### config.mk
export PLATFORM = sky130hd
export DESIGN_NAME = iir1_inverse_fir
export DESIGN_NICKNAME = d
export VERILOG_FILES = /design/src/rtl/iir1_inverse_fir.sv
export SDC_FILE = /design/constraint.sdc
export NUM_CORES = 1
export LEC_CHECK = 0
export ABC_CLOCK_PERIOD_IN_PS = 7800
export BUFFER_PORTS_ARGS = -buffer_cell sky130_fd_sc_hd__buf_2
export CAP_MARGIN = 30
export CORE_MARGIN = 2
export CORE_UTILIZATION = 40
export DETAILED_ROUTE_END_ITERATION = 16
export PLACE_DENSITY_LB_ADDON = 0.1
export SLEW_MARGIN = 20
export SYNTH_ARGS = -nofsm -noshare
export SYNTH_HDL_FRONTEND = slang
export SYNTH_SLANG_ARGS = --single-unit
export TNS_END_PERCENT = 100
### constraint.sdc
create_clock -name clk -period 7.8 [get_ports clk]
set_clock_uncertainty 0.15 [all_clocks]
set_input_delay 1.56 -clock clk [delete_from_list [all_inputs] [get_ports clk]]
set_output_delay 1.56 -clock clk [all_outputs]
set_load 0.005 [all_outputs]
### src/rtl/iir1_inverse_fir.sv
// Inverse filter for y(n)=b*x(n)+a*y(n-1): recovers x(n)=C0*y(n)+C1*y(n-1).
// Four-stage valid/ready pipeline (capture, multiply, product register, sum/clamp).
module iir1_inverse_fir #(
  parameter int                 Y_W   = 17,
  parameter int                 X_W   = 8,
  parameter logic signed [15:0] C0    = -16'sd1,
  parameter logic signed [15:0] C1    = 16'sd1,
  parameter int                 SHIFT = 0
) (
  input  logic                  clk,
  input  logic                  rst_n,
  input  logic                  clear,
  input  logic                  in_valid,
  input  logic signed [Y_W-1:0] in_y,
  output logic                  in_ready,
  output logic                  out_valid,
  output logic signed [X_W-1:0] out_x,
  input  logic                  out_ready,
  output logic                  sat
);

  localparam int P_W = Y_W + 16;
  localparam int S_W = Y_W + 17;
  localparam logic signed [S_W-1:0] MAX_V = S_W'((2 ** (X_W - 1)) - 1);
  localparam logic signed [S_W-1:0] MIN_V = S_W'(-(2 ** (X_W - 1)));

  typedef enum logic {PRIME, RUN} state_t;

  state_t                state;
  logic signed [Y_W-1:0] hist;

  logic                  s0_valid, m1_valid, m2_valid;
  logic signed [Y_W-1:0] s0_y, s0_yprev;
  logic signed [P_W-1:0] m1_p0, m1_p1, m2_p0, m2_p1;

  logic                  adv, accept;
  logic signed [P_W-1:0] prod0, prod1;
  logic signed [S_W-1:0] sum, shifted;
  logic                  clip_hi, clip_lo;

  assign adv      = !out_valid | out_ready;
  assign in_ready = adv;
  assign accept   = in_valid & adv;

  assign prod0 = $signed({{16{s0_y[Y_W-1]}}, s0_y}) * $signed({{Y_W{C0[15]}}, C0});
  assign prod1 = $signed({{16{s0_yprev[Y_W-1]}}, s0_yprev}) * $signed({{Y_W{C1[15]}}, C1});

  // Full-width sum; arithmetic shift floors toward -inf before clamping.
  assign sum     = $signed({m2_p0[P_W-1], m2_p0}) + $signed({m2_p1[P_W-1], m2_p1});
  assign shifted = sum >>> SHIFT;
  assign clip_hi = shifted > MAX_V;
  assign clip_lo = shifted < MIN_V;

  always_ff @(posedge clk or negedge rst_n) begin
    if (!rst_n) begin
      state     <= PRIME;
      hist      <= '0;
      s0_valid  <= 1'b0;
      s0_y      <= '0;
      s0_yprev  <= '0;
      m1_valid  <= 1'b0;
      m1_p0     <= '0;
      m1_p1     <= '0;
      m2_valid  <= 1'b0;
      m2_p0     <= '0;
      m2_p1     <= '0;
      out_valid <= 1'b0;
      out_x     <= '0;
      sat       <= 1'b0;
    end else begin
      if (adv) begin
        s0_valid <= accept;
        if (accept) begin
          s0_y     <= in_y;
          s0_yprev <= (state == PRIME || clear) ? '0 : hist;
        end
        m1_valid  <= s0_valid;
        m1_p0     <= prod0;
        m1_p1     <= prod1;
        m2_valid  <= m1_valid;
        m2_p0     <= m1_p0;
        m2_p1     <= m1_p1;
        out_valid <= m2_valid;
        // out_x/sat keep their last value across bubbles.
        if (m2_valid) begin
          out_x <= clip_hi ? MAX_V[X_W-1:0] : clip_lo ? MIN_V[X_W-1:0] : shifted[X_W-1:0];
          sat   <= clip_hi | clip_lo;
        end
      end
      if (accept) begin
        hist  <= in_y;
        state <= RUN;
      end else if (clear) begin
        state <= PRIME;
      end
    end
  end

endmodule

==> results.md <==
- Outcome: complete, no violations
- Compound-gate portion of the synthesized area: 0.155
- P_sw: 1.63 mW
- Die Y-Extent: about 140 µm
- Switching share of total power: 0.421
- Fin. Hold Viols: 0
- Prevailing post-synth register cell: dfrtp_1
- Wire length per cell: 15.1 µm
- Mean area per synthesized cell: just under 9 µm²
- Core Region: about 20000 µm²
- Overall global routing resource usage: 0.185
- Residual DRC: 0
- RSZ-0062 raised after global routing: false
- Synth Cell Area: 7910 µm²
- Period utilization: 0.531
- DRT iter0 DRCs: just under 400
- Max VDD drop: 0.188 mV
- Clk pwr share: 0.214
- Initial Utilization: 0.407
- Initial antenna violation count: 0
- Synth Net Count: 951
- Slew Viols, Final: 0
- Kind of critical path: input port to output pin
- Drt total wl: 18000 µm
- Vias: between 6000 and 7000
- Met2 wire length: ~8000 µm
- Critical Path Source Type: input port
- Worst-case clock buffer depth: 2
- Post-Synth XOR/XNOR Area: 0.0387
- Layout Nets: about 970
- CTS tree: done
- Sequential area share after synthesis: 0.468
- Synth-to-Final Area Change: 13.2%
- Worst R2R Setup Slack: 3.84 ns
- WL met1: 9290 µm
- Cells after synthesis: between 800 and 900
- Post-cts repair resize count: 0
- Commonest non-fill, non-tap cell in the layout: nand2_1
- Initial DRT Pass Iterations: 5
- Top sig layer: met4
- Routed Antenna Nets: 0
- Final setup viols: 0
- Int Pwr: 2.23 mW
- Num rows: 51
- Fin Setup TNS: 0 ns
- HP Class: flip-flop to flip-flop
- Largest net degree at the start of global routing: 98
- # H-tree levels: 4
- Yosys warnings: 0
- Hold_buf cts: 0
- # port buffers: 32
- Number of buffers created by CTS: 17
- Post-synthesis cell type count: 69
- FF+latch count, synth: 148
- First-pass GRT wire length: 30400 µm
- Worst EP required: 6.09 ns
- Clk root buf: clkbuf_16
- Combinational power share: 0.457
- Post-synth EDFFs: 0
- Max FO, Critical Path: 22
- Share of cells above drive strength 1: 0.117
- P_leak: 4.31 nW
- Die span in x: between 100 and 150 µm
- Setup Fix Bufs, Post-CTS: 0
- Die area: 20900 µm²
- Adder-cell share of the synthesized area: 0.0579
- F_max: ~0.24 GHz
- Reg clk slew, reported paths: 0.06 ns
- Synth async-reset ratio: 1.00
- RePlAce Congestion: 0.823
- Top-Level Pins: 33
- Maxcap violations: 0
- Mux contribution to synthesized area: 0.0267
- WL met3: 542 µm
- Final Critical Period: 4.14 ns
- Largest family of logic cells by synthesized area: simple AND/OR/NAND/NOR gates
- Sequential share of power: 0.329
- DP Wirelength: 12500 µm
- Worst setup EP type: output pin
- PwrDens: 431 nW/µm²
- Power Total: 3.86 mW
- Simple-gate portion of the synthesized area: 0.229
- Worst-Skew Late Latency: 0.42 ns
- DR vias/cell: 5.16
- Antenna Cells: 0
- Most frequent cells in the layout: nand2_1 (271), dfrtp_1 (148), nor2_1 (56), o21ai_0 (47), a21oi_1 (43)
- Rel. slew slack: 0.379
- Clk sinks: 148
- Vias in the first global route: 5881
- Worst slew pin tran: 0.932 ns
- Total gr overflow: 0
- Arrival time at the worst endpoint: 2.43 ns
==> kinds of logic (layout without fill, tap and decap cells) <==
family | count (synthesis) | count (layout)
compound gates | 190 | 190
xor+xnor | 35 | 35
fa+ha+maj | 36 | 36
buf+inv | 50 | 85
flops | 148 | 148
mux | 19 | 19
simple gates | 415 | 415
==> worst paths after layout <==
check                           startpoint         to  cells past startpoint
worst max register to register   m2_p1[16]   out_x[2]                     11
max in group asynchronous            rst_n   out_x[4]                      3
worst min register to register    m1_p1[5]   m1_p1[5]                      2
worst max-delay path             out_ready   in_ready                      4
min in group asynchronous            rst_n  m1_p0[16]                      1
worst min-delay path              m1_p1[5]   m1_p1[5]                      2
==> flip-flops by register name, summed over array words and instances (netlist names) <==
register and count:
m2_p1 17, m1_valid 1, hist 17, m2_valid 1, s0_valid 1, sat 1
m2_p0 33, m1_p1 17, state 1, out_x 8, s0_yprev 17, m1_p0 33
out_valid 1
==> Yosys cell counts (all sizes together) (8+ instances only) <==
library cell / n / area [µm²]
nand2: 275 / 1040
ha: 35 / 438
nor2: 56 / 210
a21o: 25 / 188
dfrtp: 148 / 3700
clkbuf: 32 / 120
nor3: 14 / 70.1
xor2: 17 / 149
o31ai: 8 / 60.1
inv: 13 / 48.8
o21ai: 53 / 269
a21oi: 45 / 233
nand3: 11 / 60.1
mux2: 17 / 191
nand4: 8 / 50.1
xnor2: 18 / 158
==> power by group through the flow <==
| stage | registers, mW | clock network (mW) | logic, mW |
|---|---|---|---|
| 6_report | 1.27 | 0.826 | 1.76 |
| 5_1_grt | 1.32 | 0.883 | 2.00 |
| 4_1_cts | 1.28 | 0.850 | 1.76 |
| 2_1_floorplan | 1.22 | 0 | 1.37 |
| 3_3_place_gp | 1.28 | 0 | 1.75 |
| 3_5_place_dp | 1.29 | 0 | 1.75 |
==> cell type report <==
cell class                 count  area, µm²
clock buffer                  17        425
clock inverter                15        168
fill                        1915      10500
inverter                      14       53.8
multi-input combinational    695       4020
sequential                   148       3700
tap                          265        332
timing repair buffer          39        251
==> stage by stage <==
step	instance area (µm²)	std cells	hold slack, ns	util	setup WS, ns
floorplan	7910	893	0.289	-	3.86
global placement	8320	1159	0.301	0.427	3.64
detailed placement	8320	1159	0.302	0.427	3.58
CTS	8910	1191	0.320	0.458	3.63
global route	8960	1193	0.338	0.460	3.53
finish	8960	1193	0.318	0.460	3.66
==> metal layers <==
| layer | vias up | track usage |
|---|---|---|
| met2 | 103 | 0.277 |
| met3 | 24 | 0.0351 |
| li1 | 3140 | - |
| met5 | - | 0 |
| met1 | 2884 | 0.268 |
| met4 | 0 | 0.0675 |
==> critical path, stage by stage <==
cell      delay, ns
buf_2          0.11
nor2b_4        0.11
clkinv_2       0.36
buf_2          0.28
No activity file was read; power rests on OpenSTA's default activity.
